## src/rtl/mamba_pkg.sv

```systemverilog
// Shared types and helpers for the Mamba datapath blocks: tile geometry,
// lane vector type and the lane-to-line packing used by the buffer writers.
package mamba_pkg;

    localparam int TILE_SIZE  = 4;
    localparam int DATA_WIDTH = 16;
    localparam int LINE_W     = TILE_SIZE * DATA_WIDTH;

    typedef logic signed [TILE_SIZE-1:0][DATA_WIDTH-1:0] tile_vec_t;
    typedef logic [LINE_W-1:0]                          line_t;

    typedef enum logic {
        WB_IDLE,
        WB_RUN
    } wb_state_e;

    // Lane 0 lands in the LSBs; values are copied bit-exact.
    function automatic line_t pack_tile(input tile_vec_t v);
        line_t l;
        l = '0;
        for (int i = 0; i < TILE_SIZE; i++) begin
            l[i*DATA_WIDTH +: DATA_WIDTH] = v[i];
        end
        return l;
    endfunction

endpackage

```

## src/rtl/s_state_writeback_if.sv

```systemverilog
// Tile input stream plus state-buffer write port of the state writeback block.
interface s_state_writeback_if #(
    parameter int S_ADDR_W = 6
);
    import mamba_pkg::*;

    logic                s_in_valid;
    logic                s_in_ready;
    tile_vec_t           s_in_vec;
    logic                mem_wr_en;
    logic [S_ADDR_W-1:0] mem_wr_addr;
    line_t               mem_wr_data;
    logic                mem_wr_ready;

    // Writeback block side.
    modport slave (
        input  s_in_valid, s_in_vec, mem_wr_ready,
        output s_in_ready, mem_wr_en, mem_wr_addr, mem_wr_data
    );

    // Tile source / memory side.
    modport master (
        output s_in_valid, s_in_vec, mem_wr_ready,
        input  s_in_ready, mem_wr_en, mem_wr_addr, mem_wr_data
    );

endinterface

```

## src/rtl/s_state_writeback.sv

```systemverilog
// State writeback: accepts N_TILES tiles per frame from the EW stage, packs
// each into one line and writes it to the state buffer at a wrapping,
// auto-incrementing address starting from base_addr.
module s_state_writeback
    import mamba_pkg::*;
#(
    parameter  int D        = 256,
    parameter  int S_ADDR_W = 6,
    localparam int N_TILES  = D / TILE_SIZE,
    localparam int CNT_W    = $clog2(N_TILES + 1)
) (
    input  logic                clk,
    input  logic                rst,
    input  logic                start,
    input  logic [S_ADDR_W-1:0] base_addr,
    s_state_writeback_if.slave  wb,
    output logic                busy,
    output logic                frame_done,
    output logic [CNT_W-1:0]    tile_cnt,
    output logic                err_start_busy
);

    wb_state_e           state_q, state_d;
    logic [S_ADDR_W-1:0] wr_addr;
    logic [CNT_W-1:0]    acc_cnt;
    logic                wr_en_q;
    logic [S_ADDR_W-1:0] wr_addr_q;
    line_t               wr_data_q;

    logic rdy, accept, wr_done, last_wr, start_ok, start_err;

    assign wr_done        = wr_en_q && wb.mem_wr_ready;
    assign accept         = wb.s_in_valid && rdy;
    assign wb.s_in_ready  = rdy;
    assign wb.mem_wr_en   = wr_en_q;
    assign wb.mem_wr_addr = wr_addr_q;
    assign wb.mem_wr_data = wr_data_q;
    assign busy           = (state_q == WB_RUN);

    // Next-state and handshake decode; the write register may drain and
    // refill in the same cycle so a full frame streams at one tile per clock.
    always_comb begin
        state_d   = state_q;
        rdy       = 1'b0;
        last_wr   = 1'b0;
        start_ok  = 1'b0;
        start_err = 1'b0;
        case (state_q)
            WB_IDLE: begin
                if (start) begin
                    start_ok = 1'b1;
                    state_d  = WB_RUN;
                end
            end
            WB_RUN: begin
                start_err = start;
                rdy       = (acc_cnt < CNT_W'(N_TILES)) && (!wr_en_q || wb.mem_wr_ready);
                last_wr   = wr_done && (tile_cnt == CNT_W'(N_TILES - 1));
                if (last_wr) state_d = WB_IDLE;
            end
            default: state_d = WB_IDLE;
        endcase
    end

    // FSM state register.
    always_ff @(posedge clk) begin
        if (rst) state_q <= WB_IDLE;
        else     state_q <= state_d;
    end

    // Frame address/counters, completion pulse and sticky start error.
    always_ff @(posedge clk) begin
        if (rst) begin
            wr_addr        <= '0;
            acc_cnt        <= '0;
            tile_cnt       <= '0;
            frame_done     <= 1'b0;
            err_start_busy <= 1'b0;
        end else begin
            frame_done     <= last_wr;
            err_start_busy <= err_start_busy | start_err;
            if (start_ok) begin
                wr_addr  <= base_addr;
                acc_cnt  <= '0;
                tile_cnt <= '0;
            end else begin
                if (accept) begin
                    wr_addr <= wr_addr + 1'b1;
                    acc_cnt <= acc_cnt + 1'b1;
                end
                if (wr_done) tile_cnt <= tile_cnt + 1'b1;
            end
        end
    end

    // Single write register; addr/data only change on a new accept, so they
    // hold while memory stalls.
    always_ff @(posedge clk) begin
        if (rst) begin
            wr_en_q   <= 1'b0;
            wr_addr_q <= '0;
            wr_data_q <= '0;
        end else if (accept) begin
            wr_en_q   <= 1'b1;
            wr_addr_q <= wr_addr;
            wr_data_q <= pack_tile(wb.s_in_vec);
        end else if (wr_done) begin
            wr_en_q   <= 1'b0;
        end
    end

endmodule

```

## src/flat_wrapper.sv

```systemverilog
// flat-port wrapper written by rule: the top's interface ports become plain ports
module s_state_writeback_flat import mamba_pkg::*;
#(
    parameter  int D        = 256,
    parameter  int S_ADDR_W = 6,
    localparam int N_TILES  = D / TILE_SIZE,
    localparam int CNT_W    = $clog2(N_TILES + 1)
)
  (clk, rst, start, base_addr, busy, frame_done, tile_cnt, err_start_busy, wb_s_in_valid, wb_s_in_vec, wb_mem_wr_ready, wb_s_in_ready, wb_mem_wr_en, wb_mem_wr_addr, wb_mem_wr_data);
  s_state_writeback_if #(.S_ADDR_W(S_ADDR_W)) wb_i ();
  input  logic clk;
  input  logic rst;
  input  logic start;
  input  logic [S_ADDR_W-1:0] base_addr;
  output logic busy;
  output logic frame_done;
  output logic [CNT_W-1:0] tile_cnt;
  output logic err_start_busy;
  input wire logic [$bits(wb_i.s_in_valid)-1:0] wb_s_in_valid;
  input wire logic [$bits(wb_i.s_in_vec)-1:0] wb_s_in_vec;
  input wire logic [$bits(wb_i.mem_wr_ready)-1:0] wb_mem_wr_ready;
  output wire logic [$bits(wb_i.s_in_ready)-1:0] wb_s_in_ready;
  output wire logic [$bits(wb_i.mem_wr_en)-1:0] wb_mem_wr_en;
  output wire logic [$bits(wb_i.mem_wr_addr)-1:0] wb_mem_wr_addr;
  output wire logic [$bits(wb_i.mem_wr_data)-1:0] wb_mem_wr_data;
  assign wb_i.s_in_valid = wb_s_in_valid;
  assign wb_i.s_in_vec = wb_s_in_vec;
  assign wb_i.mem_wr_ready = wb_mem_wr_ready;
  assign wb_s_in_ready = wb_i.s_in_ready;
  assign wb_mem_wr_en = wb_i.mem_wr_en;
  assign wb_mem_wr_addr = wb_i.mem_wr_addr;
  assign wb_mem_wr_data = wb_i.mem_wr_data;
  s_state_writeback #(.D(D), .S_ADDR_W(S_ADDR_W)) u_core (.clk(clk), .rst(rst), .start(start), .base_addr(base_addr), .wb(wb_i), .busy(busy), .frame_done(frame_done), .tile_cnt(tile_cnt), .err_start_busy(err_start_busy));
endmodule
```

## config.mk

```make
export PLATFORM = sky130hd
export DESIGN_NAME = s_state_writeback_flat
export DESIGN_NICKNAME = d
export VERILOG_FILES = /design/src/rtl/mamba_pkg.sv /design/src/rtl/s_state_writeback_if.sv /design/src/rtl/s_state_writeback.sv /design/src/flat_wrapper.sv
export SDC_FILE = /design/constraint.sdc
export NUM_CORES = 1
export LEC_CHECK = 0
export BUFFER_PORTS_ARGS = -buffer_cell sky130_fd_sc_hd__buf_2
export CAP_MARGIN = 20
export CELL_PAD_IN_SITES_DETAIL_PLACEMENT = 0
export CELL_PAD_IN_SITES_GLOBAL_PLACEMENT = 1
export CORE_ASPECT_RATIO = 1.1
export CORE_MARGIN = 2
export CORE_UTILIZATION = 33
export CTS_CLUSTER_SIZE = 20
export DETAILED_ROUTE_END_ITERATION = 8
export PLACE_DENSITY_LB_ADDON = 0.25
export SLEW_MARGIN = 25
export SYNTH_ARGS = -nofsm -noshare
export SYNTH_HDL_FRONTEND = slang
export SYNTH_SLANG_ARGS = --single-unit
export TNS_END_PERCENT = 1
```

## constraint.sdc

```tcl
create_clock -name clk -period 1.6 [get_ports clk]
set_input_delay 0.32 -clock clk [delete_from_list [all_inputs] [get_ports clk]]
set_output_delay 0.32 -clock clk [all_outputs]
set_load 0.02 [all_outputs]
```

==> impl_results.md, run 1 <==
- Synth cell count leaders: nand2_1, dfxtp_1, a21oi_1
- Syn Inst Count: 430
- Port bufs: 156
- Critical path type: reg2out
- Mapped cell area: 0.00349 mm²
- Post-DRT Antenna Nets: 0
- Share of the synthesized area in the top cell type: 53.9%
- Seq cells post-synth: 94
- Synth warn: 0
- First-pass GRT wire length: 14.8 mm
- Vias: 3,388
- Crit Path Max Fanout: 5
- Initial antenna violation count: 1
- Final Cell Area: 0.00480 mm²
- Status: completed
- Post-DR wirelength/cell: 12.6 µm
- Syn Area/Cell: 8.12 µm²
- Static leakage: 2.12 nW
- CP cell instances: nand2b_1 -> nor2_1 -> buf_2
- Drt pass-1 iters: 4
- Buf/Inv on CP: 1
- CTS root buffer: clkbuf_16
- CTS tree: done
- Unrepaired setup endpoints after global routing: false
- Detailed Route Iter0 Violations: 103
- HP Class: in2reg
- Post-synth net total: 508
- Placement-stage cell area: 0.00451 mm²
- Data arrival, critical path: 1.20 ns
- Fill count: 1,062
- Max Cap Violations: 0
- Post-synthesis sequential area ratio: 53.9%
- Longest Clk Path Bufs: 2
- Routed Wire Length: 9.23 mm
- Worst skew pair latency: 0.34 ns
- Pre-CTS setup slack: 0.0604 ns
- Gr usage total: 16.1%
- Setup violators final: 0
- Netlist cell types: 31
- Area Growth Syn to Fin: 37.6%
- Synth area leader: dfxtp_1
- Most common cell in the synthesized netlist: nand2_1
- Detailed Place HPWL: 6.77 mm
- Fin. max-slew vios: 0
- CORE AREA: 0.0103 mm²
- CTS hold repair buffers: 0
- DRC viols: 0
- CP max-delay cell: dfxtp_1
- Pwr Total: 5.17 mW
- Max stage delay on crit path: 0.32 ns
- Std-Cell Rows: 39
- Worst vdd ir: 0.000550 V
- Slew margin rel.: 73.6%
- Number of global-route vias before repair: 3,133
- Die X: 102 µm
- Worst setup margin: 0.0837 ns
- Hold Vio Cnt, Final: 0
- Total CTS buffers: 9
- Total gr overflow: 0
- Share of layout cells above drive strength 1: 32.9%
- Family with the most delay on the worst path: simple AND/OR/NAND/NOR gates
- DR vias/cell: 4.61
- Worst clock skew: 0.00627 ns
- Nets@finish: 665
- Largest net degree at the start of global routing: 35
- Fin crit period: 1.52 ns
- Io pins: 157
- Setup crit end kind: output pin
- Antenna diode count: 0
- Data required, critical path: 1.28 ns
- Hold slack: 0.213 ns
- Pwr Density: 1080 mW/mm²
- Tightest Pin Transition: 0.396 ns
- CTS HTree Levels: 3
- Crit start category: register
- Starting density of the core: 33.7%
- FMAX: 660 MHz
- R2R Setup Slk: 0.16 ns
- Final period util: 94.8%
- Post-synth EDFFs: 0
- Clock Pin Slew Worst Setup and Hold Paths: 0.07 ns
- Ys flop type: dfxtp_1
- GPL Wtd Cong: 0.808
- Chip Height: 112 µm
- Total negative slack: 0 ns
- Die Area: 0.0114 mm²
- Largest cells by area after synthesis: dfxtp_1, nand2_1, a21oi_1
- Clock sinks: 94
- Post-synth ARST share: 0%
metrics by stage:
| stage | util [%] | cells |
|---|---|---|
| floorplan | - | 430 |
| global placement | 43.6 | 719 |
| detailed placement | 43.6 | 719 |
| CTS | 46.4 | 735 |
| global route | 46.4 | 735 |
| finish | 46.4 | 735 |
metal layers:
layer / GRT usage (%) / part of all wire, % / vias to the layer above
met3: 3.58 / 6.3 / 18
met4: 7.64 / 2.4 / 2
li1: - / - / 1723
met5: 0 / 0.14 / -
met2: 26.0 / 47 / 104
met1: 20.3 / 44 / 1541
state kept, by name, indices dropped and copies added (netlist names):
| signal | count |
|---|---|
| u_core.err_start_busy | 1 |
| u_core.busy | 1 |
| u_core.wr_addr | 6 |
| u_core.acc_cnt | 7 |
| u_core.frame_done | 1 |
| u_core.tile_cnt | 7 |
| u_core.wb.mem_wr_addr | 6 |
| u_core.wb.mem_wr_data | 64 |
| u_core.wb.mem_wr_en | 1 |
where the power goes:
part | internal [mW] | switching (mW) | total [mW]
combinational | 0.236 | 0.348 | 0.585
sequential | 2.43 | 0.0552 | 2.49
clock | 1.21 | 0.887 | 2.09
logic make-up after synthesis:
kind of cell	share of synthesized area [%]
compound gates	12.7
fa+ha+maj	1.08
flops	53.9
buf+inv	4.12
mux	0.323
simple gates	24.8
xor+xnor	3.01
final timing paths:
kind / startpoint / to / cells after the start
max: u_core.acc_cnt[6] / wb_s_in_ready / 3
min: wb_s_in_vec[30] / u_core.wb.mem_wr_data[30] / 3
max reg2reg: u_core.acc_cnt[6] / u_core.wb.mem_wr_data[6] / 5
min reg2reg: u_core.wb.mem_wr_data[13] / u_core.wb.mem_wr_data[13] / 2
worst reg2reg max path, cell delays in order, from the launching register on:
cell,delay [ns]
dfxtp_1,0.32
and2b_1,0.26
and3_2,0.34
buf_4,0.25
nand2_1,0.08
a21oi_1,0.12
cell type report:
type	count	area [µm²]	share of cell area [%]
Tap cell	143	179	3.73
Inverter	1	3.75	0.0782
Clock buffer	10	229	4.77
Multi-Input combinational cell	308	1470	30.7
Timing Repair Buffer	173	971	20.2
Sequential cell	94	1880	39.2
Clock inverter	6	62.6	1.30
cell usage in the layout (no fill, tap or decap), types with 3 or more instances in the layout:
| cell | n |
|---|---|
| clkbuf_16 | 9 |
| dfxtp_1 | 93 |
| nand3_1 | 6 |
| nand2b_1 | 4 |
| ha_1 | 3 |
| buf_12 | 5 |
| a21oi_1 | 76 |
| buf_2 | 156 |
| nor2_1 | 22 |
| xor2_1 | 4 |
| buf_4 | 12 |
| xnor2_1 | 8 |
| a211oi_1 | 4 |
| clkinvlp_4 | 3 |
| nand4_1 | 5 |
| nor3_1 | 6 |
| nand2_1 | 150 |
timing repair:
item,4_1_cts,5_1_grt
gates cloned,0,0
setup endpoints to repair,1,2
resized for setup,1,1
setup buffers,0,0
No activity file was read; power rests on OpenSTA's default activity.
==> inputs of run 2 (changes only) <==
--- a/config.mk
+++ b/config.mk
@@ -5,13 +5,14 @@
 export SDC_FILE = /design/constraint.sdc
 export NUM_CORES = 1
 export LEC_CHECK = 0
+export ABC_AREA = 1
 export BUFFER_PORTS_ARGS = -buffer_cell sky130_fd_sc_hd__buf_2
 export CAP_MARGIN = 20
 export CELL_PAD_IN_SITES_DETAIL_PLACEMENT = 0
 export CELL_PAD_IN_SITES_GLOBAL_PLACEMENT = 1
 export CORE_ASPECT_RATIO = 1.1
 export CORE_MARGIN = 2
-export CORE_UTILIZATION = 33
+export CORE_UTILIZATION = 32
 export CTS_CLUSTER_SIZE = 20
 export DETAILED_ROUTE_END_ITERATION = 8
 export PLACE_DENSITY_LB_ADDON = 0.25
==> run 2 against run 1 <==
Global-route usage fell by 0.34 points. Sequential share of layout area rose by 0.061 points. Setup slack improved by 0.043 ns. Routed wire length rose by 0.51%. Synthesized cell count rose by 10%. Count of clock-buffer cells in the layout rose by 4. Critical path type unchanged.
==> impl_results.md, run 2 <==
- Post-synth net total: 551 (was 508)
- Most frequent cells in the layout: nand2_1, buf_2, dfxtp_1, a21oi_1, nor2_1 (was buf_2, nand2_1, dfxtp_1, a21oi_1, nor2_1)
- Crit Path Max Fanout: 3 (was 5)
- Largest net degree at the start of global routing: 42 (was 35)
- Total gr overflow: 0 (unchanged)
- Total negative slack: 0 ns (unchanged)
- Slew margin rel.: 70.8% (was 73.6%)
- Syn Inst Count: 473 (was 430)
- Internal Power: 3.85 mW (was 3.87 mW)
- Switching Power: 1.33 mW (was 1.29 mW)
- Post-DRT Antenna Nets: 0 (unchanged)
- CORE AREA: 0.0109 mm² (was 0.0103 mm²)
- Drt pass-1 iters: 4 (unchanged)
- Data required, critical path: 1.28 ns (about the same)
- Chip Height: 115 µm (was 112 µm)
- Post-synth ARST share: 0% (unchanged)
- Tightest Pin Transition: 0.437 ns (was 0.396 ns)
- Unrepaired setup endpoints after global routing: false (unchanged)
- Fin crit period: 1.47 ns (was 1.52 ns)
- Register area: 0.00188 mm² (unchanged)
- Netlist cell types: 23 (was 31)
- Static leakage: 2.18 nW (was 2.12 nW)
- Pwr Density: 1080 mW/mm² (about the same)
- Worst vdd ir: 0.000392 V (was 0.000550 V)
- Seq cells post-synth: 94 (unchanged)
- Hold Vio Cnt, Final: 0 (unchanged)
- Clk pwr share: 37.8% (was 40.5%)
- Number of global-route vias before repair: 3,287 (was 3,133)
- Gr usage total: 15.8% (was 16.1%)
- DR vias/cell: 4.48 (was 4.61)
- First-pass GRT wire length: 15.3 mm (was 14.8 mm)
- Mapped cell area: 0.00356 mm² (was 0.00349 mm²)
- Detailed Place HPWL: 6.53 mm (was 6.77 mm)
- Post-DR wirelength/cell: 12.0 µm (was 12.6 µm)
- Antenna diode count: 0 (unchanged)
- Total CTS buffers: 9 (unchanged)
- Starting density of the core: 32.8% (was 33.7%)
- Initial antenna violation count: 0 (was 1)
- Critical path type: reg2out (unchanged)
- Post-synthesis sequential area ratio: 52.9% (was 53.9%)
- HP Class: in2reg (unchanged)
- FMAX: 679 MHz (was 660 MHz)
- Worst skew pair latency: 0.33 ns (was 0.34 ns)
- CTS tree: done (unchanged)
- Setup crit end kind: output pin (unchanged)
- Die X: 105 µm (was 102 µm)
- Clock sinks: 94 (unchanged)
- Area Growth Syn to Fin: 34.7% (was 37.6%)
- Multi-input logic area: 0.00146 mm² (was 0.00147 mm²)
- Crit start category: register (unchanged)
- CTS HTree Levels: 3 (unchanged)
- Comb pwr share: 13.5% (was 11.3%)
- Synth warn: 0 (unchanged)
- Sw frac: 25.7% (was 25.0%)
- Std-Cell Rows: 40 (was 39)
- Share of the synthesized area in the top cell type: 52.9% (was 53.9%)
- Worst clock skew: 0.00518 ns (was 0.00627 ns)
- Syn Area/Cell: 7.53 µm² (was 8.12 µm²)
- Post-synth EDFFs: 0 (unchanged)
- Status: completed (unchanged)
- Max reg flops: 64 (unchanged)
- Sequential share of power: 48.6% (was 48.2%)
- Longest Clk Path Bufs: 2 (unchanged)
- Synth cell count leaders: nand2_1, dfxtp_1, a21oi_1 (unchanged)
- Setup violators final: 0 (unchanged)
- Synth area leader: dfxtp_1 (unchanged)
- Placement-stage cell area: 0.00452 mm² (was 0.00451 mm²)
- Leading cell type in the layout, fill and taps excluded: nand2_1 (was buf_2)
- GPL Wtd Cong: 0.810 (was 0.808)
- Port bufs: 156 (unchanged)
- Share of layout cells above drive strength 1: 29.5% (was 32.9%)
- Largest cells by area after synthesis: dfxtp_1, nand2_1, a21oi_1 (unchanged)
- Max Cap Violations: 0 (unchanged)
- CTS root buffer: clkbuf_16 (unchanged)
- Io pins: 157 (unchanged)
- Fin. max-slew vios: 0 (unchanged)
- Nets@finish: 702 (was 665)
- Ys flop type: dfxtp_1 (unchanged)
- Routed Wire Length: 9.28 mm (was 9.23 mm)
- DRC viols: 0 (unchanged)
- Fill count: 1,143 (was 1,062)
- Vias: 3,473 (was 3,388)
- Final period util: 92.1% (was 94.8%)
- Clock Pin Slew Worst Setup and Hold Paths: 0.06 ns (was 0.07 ns)
- Detailed Route Iter0 Violations: 224 (was 103)
- Die Area: 0.0120 mm² (was 0.0114 mm²)
- Data arrival, critical path: 1.15 ns (was 1.20 ns)
- Final Cell Area: 0.00479 mm² (was 0.00480 mm²)
- Most common cell in the synthesized netlist: nand2_1 (unchanged)
run 2: cell types whose count changed after synthesis, sizes merged, moves of 6 or more:
cell	change
buf	-8
nand3	+7
xnor2	-7
nand2	+27
o21ai	+10
inv	+25
clkbuf	+6
run 2: cells by family after synthesis:
logic type	count (synthesis)	synth area share, %
buffers and inverters	51	6.26
DFF	94	52.9
adders and majority gates	3	1.05
AOI/OAI and AO/OA	98	14.2
xor gates and xnor gates	3	0.738
and+or+nand+nor	224	24.9
run 2: critical path, stage by stage, from the launching register on:
cell	delay [ns]
dfxtp_2	0.34
inv_2	0.06
nor2_2	0.14
nand2_1	0.08
inv_1	0.06
buf_2	0.15
run 2: per-layer routing:
metal	up-vias	part of all wire, %	track usage (%)
li1	1802	-	-
met1	1557	46	19.5
met2	108	45	25.5
met3	6	7.9	5.63
met4	0	0.97	5.41
met5	-	0	0
run 2: worst paths after layout:
path,start,endpoint,slack [ns],depth (start not counted)
setup / recovery,u_core.busy,wb_s_in_ready,0.13,5
hold reg to reg,u_core.wb.mem_wr_data[0],u_core.wb.mem_wr_data[0],0.46,2
setup reg to reg,u_core.tile_cnt[0],u_core.busy,0.18,6
hold / removal,base_addr[0],u_core.wr_addr[0],0.22,3
run 2: cell type report:
| cell class | instances | share of cell area, % |
|---|---|---|
| clock inverters | 1 | 0.104 |
| inverters | 26 | 2.04 |
| flip-flops and latches | 94 | 39.3 |
| clock buffers | 14 | 5.51 |
| multi-input cells | 328 | 30.5 |
| repair buffers | 165 | 18.7 |
| well taps | 147 | 3.84 |
run 2: power by group through the flow:
stage / combinational [mW] / sequential [mW] / clock, mW
after floorplan: 0.304 / 2.68 / 0
after global placement: 0.703 / 2.57 / 0
after detailed placement: 0.710 / 2.57 / 0
after CTS: 0.712 / 2.52 / 2.03
after global routing: 0.782 / 2.53 / 2.14
final: 0.701 / 2.52 / 1.96
run 2: timing repair:
| item | in CTS | in global routing |
|---|---|---|
| setup buffers | 0 | 0 |
| resized for setup | 0 | 1 |
| hold buffers | 0 | 0 |
| hold endpoints to repair | 0 | 0 |
| setup endpoints to repair | 0 | 1 |
run 2: through the flow:
step                      power [mW]  utilization [%]  setup WS, ns  instances  hold WS (ns)
after global routing            5.46             44.1        0.0269        775         0.224
after global placement          3.27             41.7         0.217        760         0.449
after floorplan                 2.98                -         0.213        473         0.458
after CTS                       5.26             44.1        0.0569        775         0.208
final                           5.18             44.1         0.127        775         0.223
after detailed placement        3.28             41.7         0.181        760         0.452
